<file path="src/rtl/bus_ctrl.sv">
// Bus access sequencer: latches one CPU request, decodes its region, runs the
// memory or I/O access and returns a one-cycle ready pulse. Define BUS_TIMEOUT_EN for the I/O timeout.
module bus_ctrl #(
  parameter int ADDR_W     = 16,
  parameter int DATA_W     = 16,
  parameter int MEM_WAIT   = 1,
  parameter int IO_TIMEOUT = 15
) (
  input  logic              clk,
  input  logic              rst_n,
  input  logic              cpu_req,
  input  logic              cpu_we,
  input  logic [ADDR_W-1:0] cpu_addr,
  input  logic [DATA_W-1:0] cpu_wdata,
  output logic [DATA_W-1:0] cpu_rdata,
  output logic              cpu_ready,
  output logic              cpu_err,
  output logic              dec_en,
  output logic [ADDR_W-1:0] dec_add,
  input  logic [1:0]        dec_sel,
  output logic              mem_cs,
  output logic              io_cs,
  output logic              bus_we,
  output logic [ADDR_W-1:0] bus_addr,
  output logic [DATA_W-1:0] bus_wdata,
  input  logic [DATA_W-1:0] mem_rdata,
  input  logic [DATA_W-1:0] io_rdata,
  input  logic              io_rdy
);

  localparam int MW_W = (MEM_WAIT > 0) ? $clog2(MEM_WAIT + 1) : 1;
  localparam logic [MW_W-1:0] MW_LOAD = MW_W'(MEM_WAIT);
`ifdef BUS_TIMEOUT_EN
  localparam int IO_W = (IO_TIMEOUT > 1) ? $clog2(IO_TIMEOUT + 1) : 1;
  localparam logic [IO_W-1:0] IO_LAST = IO_W'(IO_TIMEOUT - 1);
`endif

  if (MEM_WAIT < 0 || IO_TIMEOUT < 1) begin : g_bad_param
    $error("bus_ctrl: MEM_WAIT must be >= 0 and IO_TIMEOUT >= 1");
  end

  typedef enum logic [2:0] {
    S_IDLE   = 3'd0,
    S_DECODE = 3'd1,
    S_MEM    = 3'd2,
    S_IO     = 3'd3,
    S_RESP   = 3'd4
  } state_e;

  state_e            state_q, state_d;
  logic [ADDR_W-1:0] addr_q, addr_d;
  logic [DATA_W-1:0] wdata_q, wdata_d;
  logic [DATA_W-1:0] rdata_q, rdata_d;
  logic              we_q, we_d;
  logic              err_q, err_d;
  logic [MW_W-1:0]   wcnt_q, wcnt_d;
`ifdef BUS_TIMEOUT_EN
  logic [IO_W-1:0]   iocnt_q, iocnt_d;
`endif

  // NOTE: state registers use non-blocking assignments so every flop samples
  // pre-edge values; blocking here would create order-dependent simulation.
  always_ff @(posedge clk or negedge rst_n) begin
    if (!rst_n) begin
      state_q <= S_IDLE;
      addr_q  <= '0;
      wdata_q <= '0;
      rdata_q <= '0;
      we_q    <= 1'b0;
      err_q   <= 1'b0;
      wcnt_q  <= '0;
`ifdef BUS_TIMEOUT_EN
      iocnt_q <= '0;
`endif
    end else begin
      state_q <= state_d;
      addr_q  <= addr_d;
      wdata_q <= wdata_d;
      rdata_q <= rdata_d;
      we_q    <= we_d;
      err_q   <= err_d;
      wcnt_q  <= wcnt_d;
`ifdef BUS_TIMEOUT_EN
      iocnt_q <= iocnt_d;
`endif
    end
  end

  // NOTE: every signal assigned in this block gets a default first; a path
  // that leaves one unassigned would infer a latch.
  always_comb begin
    state_d = state_q;
    addr_d  = addr_q;
    wdata_d = wdata_q;
    rdata_d = rdata_q;
    we_d    = we_q;
    err_d   = err_q;
    wcnt_d  = wcnt_q;
`ifdef BUS_TIMEOUT_EN
    iocnt_d = iocnt_q;
`endif
    unique case (state_q)
      S_IDLE: begin
        if (cpu_req) begin
          addr_d  = cpu_addr;
          wdata_d = cpu_wdata;
          we_d    = cpu_we;
          err_d   = 1'b0;
          rdata_d = '0;          // stays 0 for writes and errors
          state_d = S_DECODE;
        end
      end
      S_DECODE: begin
        unique case (dec_sel)
          2'b01: begin
            wcnt_d  = MW_LOAD;
            state_d = S_MEM;
          end
          2'b10: begin
`ifdef BUS_TIMEOUT_EN
            iocnt_d = '0;
`endif
            state_d = S_IO;
          end
          default: begin
            err_d   = 1'b1;
            state_d = S_RESP;
          end
        endcase
      end
      S_MEM: begin
        if (wcnt_q == '0) begin
          if (!we_q) rdata_d = mem_rdata;
          state_d = S_RESP;
        end else begin
          wcnt_d = wcnt_q - 1'b1;
        end
      end
      S_IO: begin
        if (io_rdy) begin
          if (!we_q) rdata_d = io_rdata;
          state_d = S_RESP;
        end
`ifdef BUS_TIMEOUT_EN
        // io_rdy on the expiry cycle takes priority over the timeout
        else if (iocnt_q == IO_LAST) begin
          err_d   = 1'b1;
          state_d = S_RESP;
        end else if (iocnt_q != '1) begin
          iocnt_d = iocnt_q + 1'b1;
        end
`endif
      end
      S_RESP:  state_d = S_IDLE;
      default: state_d = S_IDLE;
    endcase
  end

  // All outputs are decoded from registered state only.
  always_comb begin
    cpu_ready = (state_q == S_RESP);
    cpu_rdata = cpu_ready ? rdata_q : '0;
    cpu_err   = cpu_ready & err_q;
    dec_en    = (state_q == S_DECODE);
    dec_add   = dec_en ? addr_q : '0;
    mem_cs    = (state_q == S_MEM);
    io_cs     = (state_q == S_IO);
    bus_we    = (mem_cs | io_cs) & we_q;
    bus_addr  = (mem_cs | io_cs) ? addr_q : '0;
    bus_wdata = (mem_cs | io_cs) ? wdata_q : '0;
  end

endmodule
</file>
<file path="config.mk">
export PLATFORM = sky130hd
export DESIGN_NAME = bus_ctrl
export DESIGN_NICKNAME = d
export VERILOG_FILES = /design/src/rtl/bus_ctrl.sv
export SDC_FILE = /design/constraint.sdc
export NUM_CORES = 1
export LEC_CHECK = 0
export CORE_MARGIN = 5
export CORE_UTILIZATION = 44
export DETAILED_ROUTE_END_ITERATION = 10
export PLACE_DENSITY = 0.87
export SLEW_MARGIN = 25
export SYNTH_ARGS = -nofsm -noshare
export SYNTH_HDL_FRONTEND = slang
export SYNTH_SLANG_ARGS = --single-unit
</file>
<file path="constraint.sdc">
create_clock -name clk -period 2.8 [get_ports clk]
set_input_delay 0.28 -clock clk [delete_from_list [all_inputs] [get_ports clk]]
set_output_delay 0.28 -clock clk [all_outputs]
set_load 0.03 [all_outputs]
</file>
# Word level (Yosys, flattened, before mapping)
# Cells that the tools add are included.
# word_totals
ff_bits,54
input_bits,71
output_inout_bits,70
# op_classes
addsub,1
n_eq_ne,13
mux,21
bitwise_logic,3
reduce_logical,10
# ops
cell,count
$mux W16,9
$pmux W16 S3,1
$pmux W3 S4,1
$ne A2 B2 Y1 const B,5
$mux W3,3
$eq A3 B2 Y1 const B,2
$pmux W3 S2,1
$reduce_and A3 Y1,2
$reduce_and A6 Y1,1
$mux W1,4
$ne A2 B1 Y1 const B,2
$pmux W1 S2,2
$reduce_and A2 Y1,2
$reduce_bool A2 Y1,2
$eq A3 B1 Y1 const B,1
$eq A3 B3 Y1 const B,1
$logic_not A3 Y1,1
$reduce_bool A3 Y1,1
$and A1 B1 Y1,2
$eq A2 B1 Y1 const B,1
$eq A2 B2 Y1 const B,1
$reduce_or A2 Y1,1
$or A1 B1 Y1,1
$sub A1 B1 Y1 const B,1

# Longest topological paths before layout
# Gate-level depths: netlist of the first run.
# logic_depth
word_depth,4
depth_mapped,5
ltp_nobuf,5

# Worst setup path before layout of the first run
# Ideal clock, no wire load.
# synth_path
path_type,register -> output
from,register state_q[1]
to,output port dec_add[10]
arrival_ns,1.718
setup_slack_ns,0.802
path_stages_with_launch,5
n_path_buf,2
cell_sequence,dfrtp_1 -> buf_2 -> nor3b_2 -> clkbuf_1 -> and2_1
# synth_between
elab_chain_len,2
# synth_rtl
element,line_no,source
start: declaration,50,"state_e state_q, state_d;"
start signal: assignment,76,state_q <= state_d;
$eq A3 B1 Y1,164,dec_en = (state_q == S_DECODE);
named net dec_en,18,"output logic dec_en,"
$mux W16,165,dec_add = dec_en ? addr_q : '0;
end: declaration,19,"output logic [ADDR_W-1:0] dec_add,"
# The timed path passes the listed nets, and every way through them passes these cells.

# Worst setup path after layout of the first run
# layout_path
from,register state_q[2]
to,output port bus_addr[11]
# layout_between
elab_chain_len,3
elab_cells_between_ends,4
cone_classes,eq/ne (2); mux (1); bitwise (1)
# layout_rtl
element,line_no,source
"$eq A3 B2 Y1, on equally long branches","166, 167",
$or A1 B1 Y1 *,169,bus_addr = (mem_cs | io_cs) ? addr_q : '0;
$mux W16 *,169,
end: declaration,24,"output logic [ADDR_W-1:0] bus_addr,"
# Mark *: on every way between the ends. The rest lies on a longest branch, timed or not.

==> results by group, run 1 <==
STA
  – Worst Skew: 0.008309 ns
  – Period minus WS final: 2.560 ns
  – Setup_tns: 0 ns
  – Fin. max-slew vios: 0
  – Slew headroom: 49.66%
  – Hold_ws: 0.08521 ns
  – Peak Freq: 0.3907 GHz
  – Hold Fails Final Rpt: 0
  – Final setup fails: 0
  – Worst Setup Slack, final: 0.2402 ns
  – RSZ-0062 raised after global routing: false
  – Fin crit share: 91.42%
  – Slew @ Worst Pin: 0.7551 ns

Finish
  – Register area: 1351 um^2
  – Fillers: 510
  – Layout cells sized above 1: 21.94%
  – Non-filler instance count after layout: 469
  – Nets: 464
  – Multi-input logic area: 1373 um^2
  – Diode count: 0
  – Synth-to-Final Area Change: 53.04%

Floorplanning
  – IO Count: 141
  – DIE WIDTH: 90.27 um
  – Initial Utilization: 44.91%
  – Die Span Y: 90.27 um
  – Core ar.: 6314 um^2
  – DIE AREA: 8149 um^2
  – Rows: 29

Global route
  – First-pass GRT wire length: 12720 um
  – Number of global-route vias before repair: 2536
  – Gr usage total: 18.91%
  – Gr ovfl total: 0
  – Largest net degree at the start of global routing: 55
  – Initial antenna violation count: 0

Drt
  – Via/cell ratio: 5.092
  – DR iter-0 viols: 70
  – Total number of vias: 2388
  – DR DRC count: 0
  – Pre-antenna DRT Iters: 4
  – Wire length per cell: 16.30 um
  – Final wirelength: 7647 um
  – Post-route ant nets: 0

Logic synthesis
  – Warnings, synthesis: 0
  – Synthesized area: 2835 um^2
  – FF+latch count, synth: 54
  – Syn_nets: 328
  – Synth Instances: 255
  – Count of cell types in the netlist: 28
  – Post-Syn Area per Cell: 11.12 um^2
  – Part of the Yosys area used for sequential elements: 47.66%

Hold path
  – Worst hold path class: in -> async

Power and ir drop
  – Sw Share: 39.25%
  – Power share of the clock group: 15.3%
  – Peak VDD IR: 0.0006090 V
  – P_sw: 1.606 mW
  – Internal: 2.486 mW
  – Power density over cell area: 943.2 nW/um^2
  – Combinational Power Share: 50.3%
  – Lkg Pwr: 1.876 nW
  – Flop pwr share: 34.3%

Clocking
  – Clk root buf: clkbuf_8
  – CTS clk-pin slew, worst paths: 0.10 ns
  – H-tree depth: 2
  – CTS max path bufs: 2
  – Number of clock sinks: 54
  – CTS tree: built
  – Later-pin clock latency in the skew report: 0.30 ns
  – Num CTS Buffers: 5
  – CTS Hold Bufs: 0
  – Post-CTS Setup Inserts: 0

Placed design
  – Placed Cells: 461
  – DP HPWL: 5797 um
  – Buffers on Ports: 140
  – Placer Congestion: 0.7866
  – Dpl ws: 0.4594 ns

Worst setup path
  – CP required: 2.52 ns
  – Critical path arrival: 2.28 ns
  – Critical path class: reg -> out
  – CP endpoint kind: primary output
  – Startpoint types: flip-flop
  – Worst Path Max Fanout: 35

Job
  – MaxCap Viol Count: 0

Status
  – Status: complete, no violations
## registers in the layout (all words and copies together), names as in the netlist
| signal | cells |
|---|---|
| wcnt_q | 1 |
| err_q | 1 |
| we_q | 1 |
| state_q | 3 |
| addr_q | 16 |
| wdata_q | 16 |
| rdata_q | 16 |
## cells in the final DEF (no fill, tap or decap), types with 3 or more instances in the layout
master           instances
nand2b_1                 3
buf_4                   41
dfrtp_1                 54
mux2_2                  30
o22ai_1                 16
o21ai_0                 20
a21oi_1                  4
nand2_1                  3
clkdlybuf4s50_1        104
mux2i_1                 17
and2_1                  66
inv_1                    6
clkbuf_8                 6
## stage by stage
stage | total power [mW] | area [um^2] | utilization, %
final | 4.093 | 4339 | 68.73
after global routing | 4.366 | 4339 | 68.73
after CTS | 4.139 | 4338 | 68.71
after detailed placement | 3.500 | 4195 | 66.45
after global placement | 3.417 | 4195 | 66.45
after floorplan | 2.736 | 2835 | -
## power by group through the flow
stage / clock network, mW / registers (mW) / logic [mW]
finish: 0.628 / 1.40 / 2.06
detailed placement: 0 / 1.42 / 2.08
global placement: 0 / 1.40 / 2.02
floorplan: 0 / 1.28 / 1.46
global route: 0.683 / 1.46 / 2.22
CTS: 0.646 / 1.41 / 2.09
## cell usage after synthesis (all sizes together)
cell type / count / area, um^2
a211oi: 3 / 35.03
a21oi: 4 / 20.02
and2: 66 / 412.9
and2b: 1 / 8.760
buf: 10 / 63.81
clkbuf: 7 / 26.28
dfrtp: 54 / 1351
ha: 2 / 25.02
inv: 6 / 22.52
mux2: 32 / 360.3
mux2i: 17 / 170.2
nand2: 3 / 11.26
nand2b: 3 / 18.77
nand4b: 1 / 8.760
nor2: 2 / 7.510
nor2b: 1 / 6.260
nor3b: 3 / 32.53
nor4b: 1 / 23.77
o2111ai: 1 / 15.01
o21ai: 20 / 100.1
o22ai: 16 / 100.1
or3: 1 / 6.260
or3b: 1 / 8.760
## critical path, cell delays in order (launching register included)
cell	delay (ns)
dfrtp_1	0.54
and2b_4	0.54
and2_1	0.19
clkdlybuf4s50_1	0.70
## layout make-up
type                            instances  area share, %
Clock buffer                            6          1.903
Inverter                                6         0.5190
Sequential cell                        54          31.14
Timing Repair Buffer                  146          31.20
Multi-Input combinational cell        178          31.63
Clock inverter                          2          1.384
Tap cell                               77          2.220
## path summary, 6_finish.rpt
path	from	end	slack, ns	depth (start not counted)
setup / recovery	state_q[2]	bus_addr[11]	0.24	3
hold / removal	rst_n	addr_q[0]	0.09	2
setup reg to reg	we_q	rdata_q[1]	0.78	3
hold reg to reg	wdata_q[10]	wdata_q[10]	0.49	1
max in group asynchronous	rst_n	rdata_q[10]	2.25	2
min in group clk	wdata_q[10]	wdata_q[10]	0.49	1
## repair_timing
item	CTS	global route
endpoints found under the setup margin	0	5
endpoints found under the hold margin	0	0
resized for setup	0	1
## cells by family after synthesis
logic type                 count (synthesis)  share of synthesized area (%)
buffers and inverters                     23                          3.972
DFF                                       54                          47.66
adders and majority gates                  2                         0.8825
muxes                                     49                          18.71
and+or+nand+nor                           83                          19.24
AOI/OAI and AO/OA                         44                          9.532
## metal layers
metal  part of all wire [%]  track usage [%]  up-vias  routed length, um
li1                       -                -     1149                  -
met1                     40            23.04     1124               3069
met2                     48            30.79      109               3669
met3                     11            9.000        6                845
met4                   0.82            3.474        0                 63
met5                      0                0        -                  0
No activity file was read; power rests on OpenSTA's default activity.
==> run 2, diff against run 1 <==
ABC_CLOCK_PERIOD_IN_PS = 2800   (was not set)
CORE_MARGIN = 2   (was 5)
==> results by group, run 2 (synthesis results as in run 1) <==
Worst setup path
  – Startpoint types: flip-flop
  – Critical path arrival: 2.30 ns
  – CP endpoint kind: primary output
  – CP required: 2.52 ns
  – Slowest-stage cell, CP: clkdlybuf4s50_1
  – RR Endpoint: rdata_q[9]
  – Critical path class: reg -> out
  – Crit path largest cell delay: 0.69 ns
  – Worst R2R Path Depth: 3
  – Worst Path Max Fanout: 35
  – R2R setup slack: 0.74 ns
  – R2r startpoint: state_q[1]
  – Crit-path cells: and2b_4 -> and2_1 -> clkdlybuf4s50_1

STA
  – Slew @ Worst Pin: 0.7093 ns
  – Worst Skew: 0.01395 ns
  – Hold Fails Final Rpt: 0
  – Fin. max-slew vios: 0
  – Worst Setup Slack, final: 0.2229 ns
  – Fin crit share: 92.04%
  – Peak Freq: 0.3880 GHz
  – RSZ-0062 raised after global routing: false
  – Setup_tns: 0 ns
  – Final setup fails: 0
  – Hold_ws: 0.07156 ns
  – Period minus WS final: 2.577 ns
  – Slew headroom: 52.71%

Drt
  – Post-route ant nets: 0
  – Top layer in use: met4
  – Via/cell ratio: 5.088
  – Wire length per cell: 15.65 um
  – DR iter-0 viols: 67
  – Met3 wire length: 742 um
  – Pre-antenna DRT Iters: 4
  – Final wirelength: 7322 um
  – Routed wl met2: 3699 um
  – M1 wire length: 2827 um
  – DR DRC count: 0
  – Total number of vias: 2381

Global route
  – Gr usage total: 20.42%
  – Gr ovfl total: 0
  – Number of global-route vias before repair: 2387
  – First-pass GRT wire length: 11670 um
  – Initial antenna violation count: 0
  – Largest net degree at the start of global routing: 55

Clocking
  – Later-pin clock latency in the skew report: 0.30 ns
  – CTS clk-pin slew, worst paths: 0.10 ns
  – CTS tree: built
  – Clk root buf: clkbuf_8
  – H-tree depth: 2
  – Number of clock sinks: 54
  – CTS max path bufs: 2
  – Post-CTS Setup Inserts: 0
  – Num CTS Buffers: 5

Power and ir drop
  – Sw Share: 41.43%
  – P_sw: 1.613 mW
  – Power density over cell area: 909.8 nW/um^2
  – Combinational Power Share: 52.1%
  – Peak VDD IR: 0.0005958 V
  – Power share of the clock group: 11.1%
  – Flop pwr share: 36.8%
  – Lkg Pwr: 1.845 nW
  – Pwr Total: 3.893 mW
  – Internal: 2.280 mW

Placed design
  – Placer Congestion: 0.8074
  – Buffers on Ports: 140
  – DP HPWL: 5415 um
  – Dpl ws: 0.4124 ns

Finish
  – Most common cell after layout, fill and taps aside: clkdlybuf4s50_1
  – Nets: 463
  – Final core utilization: 68.17%
  – Synth-to-Final Area Change: 50.93%
  – Register area: 1351 um^2
  – Multi-input logic area: 1373 um^2
  – Fillers: 483
  – Largest regs: addr_q (16), rdata_q (16), wdata_q (16)
  – Most frequent cells in the layout: clkdlybuf4s50_1, and2_1, dfrtp_1
  – Layout cells sized above 1: 21.48%
  – Diode count: 0

Floorplanning
  – Core ar.: 6277 um^2
  – DIE AREA: 7101 um^2
  – IO Count: 141
  – Rows: 29
  – Die Span Y: 84.27 um
  – Initial Utilization: 45.17%
  – DIE WIDTH: 84.27 um

Job
  – MaxCap Viol Count: 0

Hold path
  – Worst hold path class: in -> async

Status
  – Status: complete, no violations
[run 2: cell types whose count changed in the layout (fill, tap and decap cells not counted), sizes merged]
cell and delta:
buf -1, bufinv -2, clkinv +1, inv +1
[run 2: worst max-delay path by stage]
stage                           from           to  slack [ns]  cells past startpoint
after floorplan           state_q[1]  dec_add[10]        0.80                      4
after global placement    state_q[1]        io_cs        0.51                      3
after detailed placement  state_q[1]  bus_addr[0]        0.41                      3
after CTS                 state_q[1]  bus_addr[0]        0.05                      3
after global routing      state_q[1]  bus_addr[0]        0.11                      3
final                     state_q[1]  bus_addr[0]        0.22                      3
[run 2: metrics by stage]
stage | area, um^2 | std cells
global route | 4279 | 468
floorplan | 2835 | 255
detailed placement | 4188 | 460
CTS | 4278 | 468
global placement | 4188 | 460
finish | 4279 | 468
[run 2: layer usage]
layer / vias to the layer above / track usage (%)
li1: 1144 / -
met1: 1126 / 23.62
met2: 105 / 36.15
met3: 6 / 7.965
met4: 0 / 3.959
met5: - / 0
[run 2: area by class of cell]
class | instances | share of cell area (%)
clock buffers | 6 | 1.696
repair buffers | 145 | 31.46
well taps | 77 | 2.251
multi-input cells | 178 | 32.08
inverters | 6 | 0.5263
flip-flops and latches | 54 | 31.58
clock inverters | 2 | 0.4094
[run 2: what timing repair did]
| item | in CTS | in global routing |
|---|---|---|
| hold buffers | 0 | 0 |
| hold endpoints to repair | 0 | 0 |
| setup endpoints to repair | 0 | 9 |
| gates resized for setup | 0 | 1 |
[run 2: critical path, delay by kind of cell (launching register included)]
family	cells	cell delay, ns
DFF	1	0.64
buffers and inverters	1	0.69
and+or+nand+nor	2	0.65
[run 2: power groups by stage]
stage,sequential (mW),combinational (mW),clock [mW]
floorplan,1.28,1.46,0
global placement,1.43,1.99,0
detailed placement,1.44,2.04,0
CTS,1.44,2.05,0.446
global route,1.49,2.16,0.483
finish,1.43,2.03,0.433
==> run 3, diff against run 2 <==
CTS_BUF_LIST = sky130_fd_sc_hd__clkbuf_2 sky130_fd_sc_hd__clkbuf_4 sky130_fd_sc_hd__clkbuf_8   (was not set)
==> results by group, run 3 (synthesis results as in run 1) <==
Finish
  – Nets: 463
  – Layout cells sized above 1: 21.74%
  – Fillers: 481
  – Largest regs: addr_q (16), rdata_q (16), wdata_q (16)
  – Final core utilization: 68.23%
  – Most common cell after layout, fill and taps aside: clkdlybuf4s50_1
  – Synth-to-Final Area Change: 51.06%
  – Most frequent cells in the layout: clkdlybuf4s50_1, and2_1, dfrtp_1
  – Diode count: 0

Worst setup path
  – CP required: 2.52 ns
  – Slowest-stage cell, CP: clkdlybuf4s50_1
  – Worst Path Max Fanout: 35
  – CP endpoint kind: primary output
  – Crit path largest cell delay: 0.69 ns
  – Critical path arrival: 2.30 ns
  – Crit-path cells: and2b_4 -> and2_1 -> clkdlybuf4s50_1
  – Critical path class: reg -> out
  – Startpoint types: flip-flop
  – Bufs and invs on worst path: 1
  – Top delay family on crit path: buffers and inverters

Clocking
  – Later-pin clock latency in the skew report: 0.30 ns
  – Number of clock sinks: 54
  – CTS max path bufs: 2
  – CTS clk-pin slew, worst paths: 0.10 ns
  – CTS tree: built
  – H-tree depth: 2
  – Clk root buf: clkbuf_8
  – CTS Hold Bufs: 0
  – Num CTS Buffers: 5

STA
  – Fin. max-slew vios: 0
  – Final setup fails: 0
  – RSZ-0062 raised after global routing: false
  – Period minus WS final: 2.576 ns
  – Hold Fails Final Rpt: 0
  – Slew headroom: 52.05%
  – Peak Freq: 0.3881 GHz
  – Slew @ Worst Pin: 0.7192 ns
  – Setup_tns: 0 ns
  – Worst Skew: 0.01399 ns
  – Fin crit share: 92.02%

Power and ir drop
  – P_sw: 1.614 mW
  – Combinational Power Share: 52.0%
  – Lkg Pwr: 1.849 nW
  – Pwr Total: 3.904 mW
  – Peak VDD IR: 0.0005962 V
  – Power share of the clock group: 11.4%
  – Power density over cell area: 911.5 nW/um^2
  – Flop pwr share: 36.7%
  – Internal: 2.290 mW
  – Sw Share: 41.34%

Floorplanning
  – Die Span Y: 84.27 um
  – DIE AREA: 7101 um^2
  – Core ar.: 6277 um^2
  – DIE WIDTH: 84.27 um
  – Rows: 29
  – IO Count: 141
  – Initial Utilization: 45.17%

Drt
  – DR DRC count: 0
  – Pre-antenna DRT Iters: 4
  – Wire length per cell: 15.66 um
  – DR iter-0 viols: 67
  – Via/cell ratio: 5.088
  – Final wirelength: 7327 um
  – Total number of vias: 2381
  – Post-route ant nets: 0

Hold path
  – Worst hold path class: in -> async

Global route
  – Largest net degree at the start of global routing: 55
  – Gr ovfl total: 0
  – Initial antenna violation count: 0
  – Gr usage total: 20.42%
  – First-pass GRT wire length: 11670 um
  – Number of global-route vias before repair: 2387

Placed design
  – DP HPWL: 5415 um
  – Buffers on Ports: 140
  – Placer Congestion: 0.8074

Job
  – MaxCap Viol Count: 0

Status
  – Status: complete, no violations
==> run 3: cell counts in the layout (fill, tap and decap cells not counted) <==
No cell type changed its count.
==> run 3: through the flow <==
step	setup slack (ns)	std cells	instance area, um^2	hold slack, ns
after detailed placement	0.4124	460	4188	0.4377
after CTS	0.05317	468	4282	0.09999
after floorplan	0.8023	255	2835	-0.01559
after global routing	0.1090	468	4283	0.1283
after global placement	0.5055	460	4188	0.4433
final	0.2235	468	4283	0.07218
==> run 3: area by class of cell <==
type                    count  area (um^2)  area share [%]
repair buffers            145         1346           31.43
well taps                  77        96.34           2.249
flip-flops and latches     54         1351           31.55
clock inverters             2        17.52          0.4090
inverters                   6        22.52          0.5259
clock buffers               6        76.32           1.782
multi-input cells         178         1373           32.05
==> run 3: what timing repair did <==
item                                   4_1_cts  5_1_grt
setup endpoints to repair                    0        9
buffers inserted                             0        0
endpoints found under the hold margin        0        0
gates resized for setup                      0        1
==> run 3: power groups by stage <==
| stage | logic (mW) | registers, mW | clock network (mW) |
|---|---|---|---|
| 2_1_floorplan | 1.46 | 1.28 | 0 |
| 3_3_place_gp | 1.99 | 1.43 | 0 |
| 3_5_place_dp | 2.04 | 1.44 | 0 |
| 4_1_cts | 2.05 | 1.44 | 0.456 |
| 5_1_grt | 2.16 | 1.49 | 0.493 |
| 6_report | 2.03 | 1.43 | 0.444 |
==> run 3: per-layer routing <==
layer / vias up / global-route usage (%) / part of all wire (%)
met5: - / 0 / 0
met1: 1130 / 23.62 / 39
met2: 101 / 36.15 / 50
met3: 6 / 7.965 / 10
li1: 1144 / - / -
met4: 0 / 3.959 / 0.72
==> run 3: final timing paths <==
check | start | to | slack (ns) | cells after the start
max | state_q[1] | bus_addr[0] | 0.22 | 3
min | rst_n | addr_q[0] | 0.07 | 2
max reg2reg | state_q[1] | rdata_q[9] | 0.75 | 3
min reg2reg | wdata_q[10] | wdata_q[10] | 0.50 | 1
max in group asynchronous | rst_n | rdata_q[12] | 2.27 | 2
min in group clk | wdata_q[10] | wdata_q[10] | 0.50 | 1
==> run 3: worst register-to-register path, cell delays in order, from the launching register on <==
cell and delay, ns:
dfrtp_1 0.64, or3b_1 0.44, a211oi_4 0.60, o22ai_1 0.20
==> patch (settings of run 3) <==
Reset style: synchronous (`rst_n`), changed in one clocked block.
--- a/src/rtl/bus_ctrl.sv
+++ b/src/rtl/bus_ctrl.sv
@@ -62,3 +62,3 @@
   // pre-edge values; blocking here would create order-dependent simulation.
-  always_ff @(posedge clk or negedge rst_n) begin
+  always_ff @(posedge clk) begin
     if (!rst_n) begin
Check against the original RTL: differs if rst_n is asserted again (counterexample within 4 cycles, from zero or initial values and one cycle with rst_n low); with rst_n held inactive, the same outputs for 10 cycles.
==> patch against run 3 <==
- sequential cell count did not move
- area after synthesis rose by 2.3%
- wire length rose by 5.9%
- hold slack improved by 0.40 ns
- setup slack got worse by 0.044 ns
- register-to-register slack improved by 0.10 ns
- fmax fell by 1.7%
- design area rose by 2.5%
- sequential share of layout area fell by 6.9 points
- critical endpoint is now bus_wdata[13]
Power is not compared: it rests on default switching activity, and its combinational part moved more than twofold at a synthesized area within 25%.
==> patch: results (changes against run 3) <==
| Metric | Value |
|---|---|
| Final Skew | `0.0103 ns (-0.00368 ns)` |
| Syn_nets | `417 (+27%)` |
| Wire length of the first global-routing pass | `12.2 mm (+4.2%)` |
| Clk slew on worst S/H paths | `0.10 ns (about the same)` |
| RD Place Congestion | `0.769 (-4.8%)` |
| Met1 Track Usage GR | `0.252 (+0.0156)` |
| TritonCTS Buffers | `5 (unchanged)` |
| Initial DRC Count | `107 (+60%)` |
| Root Buffer | `clkbuf_8` |
| Grt met3 use | `0.0603 (-0.0193)` |
| Nets | `544 (+17%)` |
| Setup Fix Bufs, Post-CTS | `0 (unchanged)` |
| Distinct cell type count after synthesis | `29 (+3.6%)` |
| Antenna cell count | `0 (unchanged)` |
| Max incr delay on CP | `0.67 ns (-0.02 ns)` |
| Crit path max fanout | `24 (-31%)` |
| WL final | `7.76 mm (+5.9%)` |
| CTS resizes | `0 (unchanged)` |
| Top cells by count, synth | `67 x and2_1, 67 x nand2_1, 54 x dfxtp_1` |
| Largest regs | `addr_q: 16 flops, rdata_q: 16 flops, wdata_q: 16 flops` |
| Avg Cell Area, Syn | `8.43 µm² (-24%)` |
| Vias in the first global route | `2647 (+11%)` |
| Min-Delay Path Class | `register to register` |
| Post-DP HPWL | `5.61 mm (+3.5%)` |
| Share of layout cells above drive strength 1 | `0.125 (-0.0924)` |
| Run status | `finished clean` |
| DRT Pass-1 Iters | `4 (unchanged)` |
| Placed Area | `4290 µm² (+2.5%)` |
| H-tree level count | `2 (unchanged)` |
| Largest net degree at the start of global routing | `48 (-13%)` |
| CP max-delay cell | `clkdlybuf4s50_1` |
| Drt wl/cell | `14.1 µm (-9.8%)` |
| DR vias/cell | `5.03 (-1.1%)` |
| Peak VDD IR | `0.000275 V` |
| Reg2Reg Depth | `4 (+1)` |
| Clock Path Buffers | `2 (unchanged)` |
| Clk Latency, worst-skew pair | `0.31 ns` |
| Initial antenna violation count | `0 (unchanged)` |
| I/O Buffers | `140 (unchanged)` |
| Synth warnings | `0 (unchanged)` |
| Total Routing Usage GR | `0.207 (+0.00250)` |
| Asr flop ratio synth | `0 (-1.00)` |
| Hold Path Depth | `2` |
| Top cell type's share of synthesized area | `0.373 (-0.104)` |
| Max_slew headroom | `0.514 (-0.00610)` |
| GRT met2 Usage | `0.364 (+0.00287)` |
| Post-synthesis sequential area ratio | `0.373 (-0.104)` |
| Leakage | `1.75 nW` |
| Ranking of synthesized cells by area | `dfxtp_1 37%, and2_1 14%, nand2_1 8.7%, a21boi_0 7.2%, mux2_2 6.2%` |
patch: area by class of cell:
cell class              count  area, µm²
clock buffers               6       82.6
flip-flops and latches     54       1080
inverters                   4       15.0
well taps                  77       96.3
clock inverters             2       16.3
fillers                   535       1960
repair buffers            150       1470
multi-input cells         256       1630
patch: report_power, final:
group          switching (W)  total [W]  leakage, nW  internal, W
Combinational       0.000185   0.000389         1.26     0.000204
Sequential         0.0000302   0.000840        0.441     0.000810
Clock               0.000259   0.000463       0.0478     0.000204
patch: worst paths after layout:
kind	from	end	slack, ns
worst min register to register	wdata_q[10]$_SDFFE_PN0P_	wdata_q[10]$_SDFFE_PN0P_	0.47
worst max-delay path	state_q[1]$_SDFFE_PN0P_	bus_wdata[13]	0.18
worst min-delay path	wdata_q[10]$_SDFFE_PN0P_	wdata_q[10]$_SDFFE_PN0P_	0.47
worst max register to register	state_q[1]$_SDFFE_PN0P_	rdata_q[3]$_SDFFE_PN0P_	0.85
patch: metal layers:
metal,vias to the layer above,share of wire
met5,-,0
met4,0,0.0024
met3,2,0.072
met2,87,0.50
met1,1288,0.43
li1,1385,-
patch: kinds of logic after synthesis:
logic type	synth area share
and+or+nand+nor	0.329
buffers and inverters	0.0664
DFF	0.373
muxes	0.117
adders and majority gates	0.00863
AOI/OAI and AO/OA	0.106
patch: worst max-delay path, delay by kind of cell, from the launching register on:
kind | cells | cell delay [ns]
flip-flops | 1 | 0.57
AND/OR/NAND/NOR | 2 | 0.58
buffers and inverters | 2 | 0.87
patch: stage by stage:
stage | worst slack [ns] | total power (W)
after floorplan | 0.858 | 0.00108
after global placement | 0.599 | 0.00124
after detailed placement | 0.523 | 0.00125
after CTS | 0.170 | 0.00171
after global routing | 0.0568 | 0.00178
final | 0.180 | 0.00169
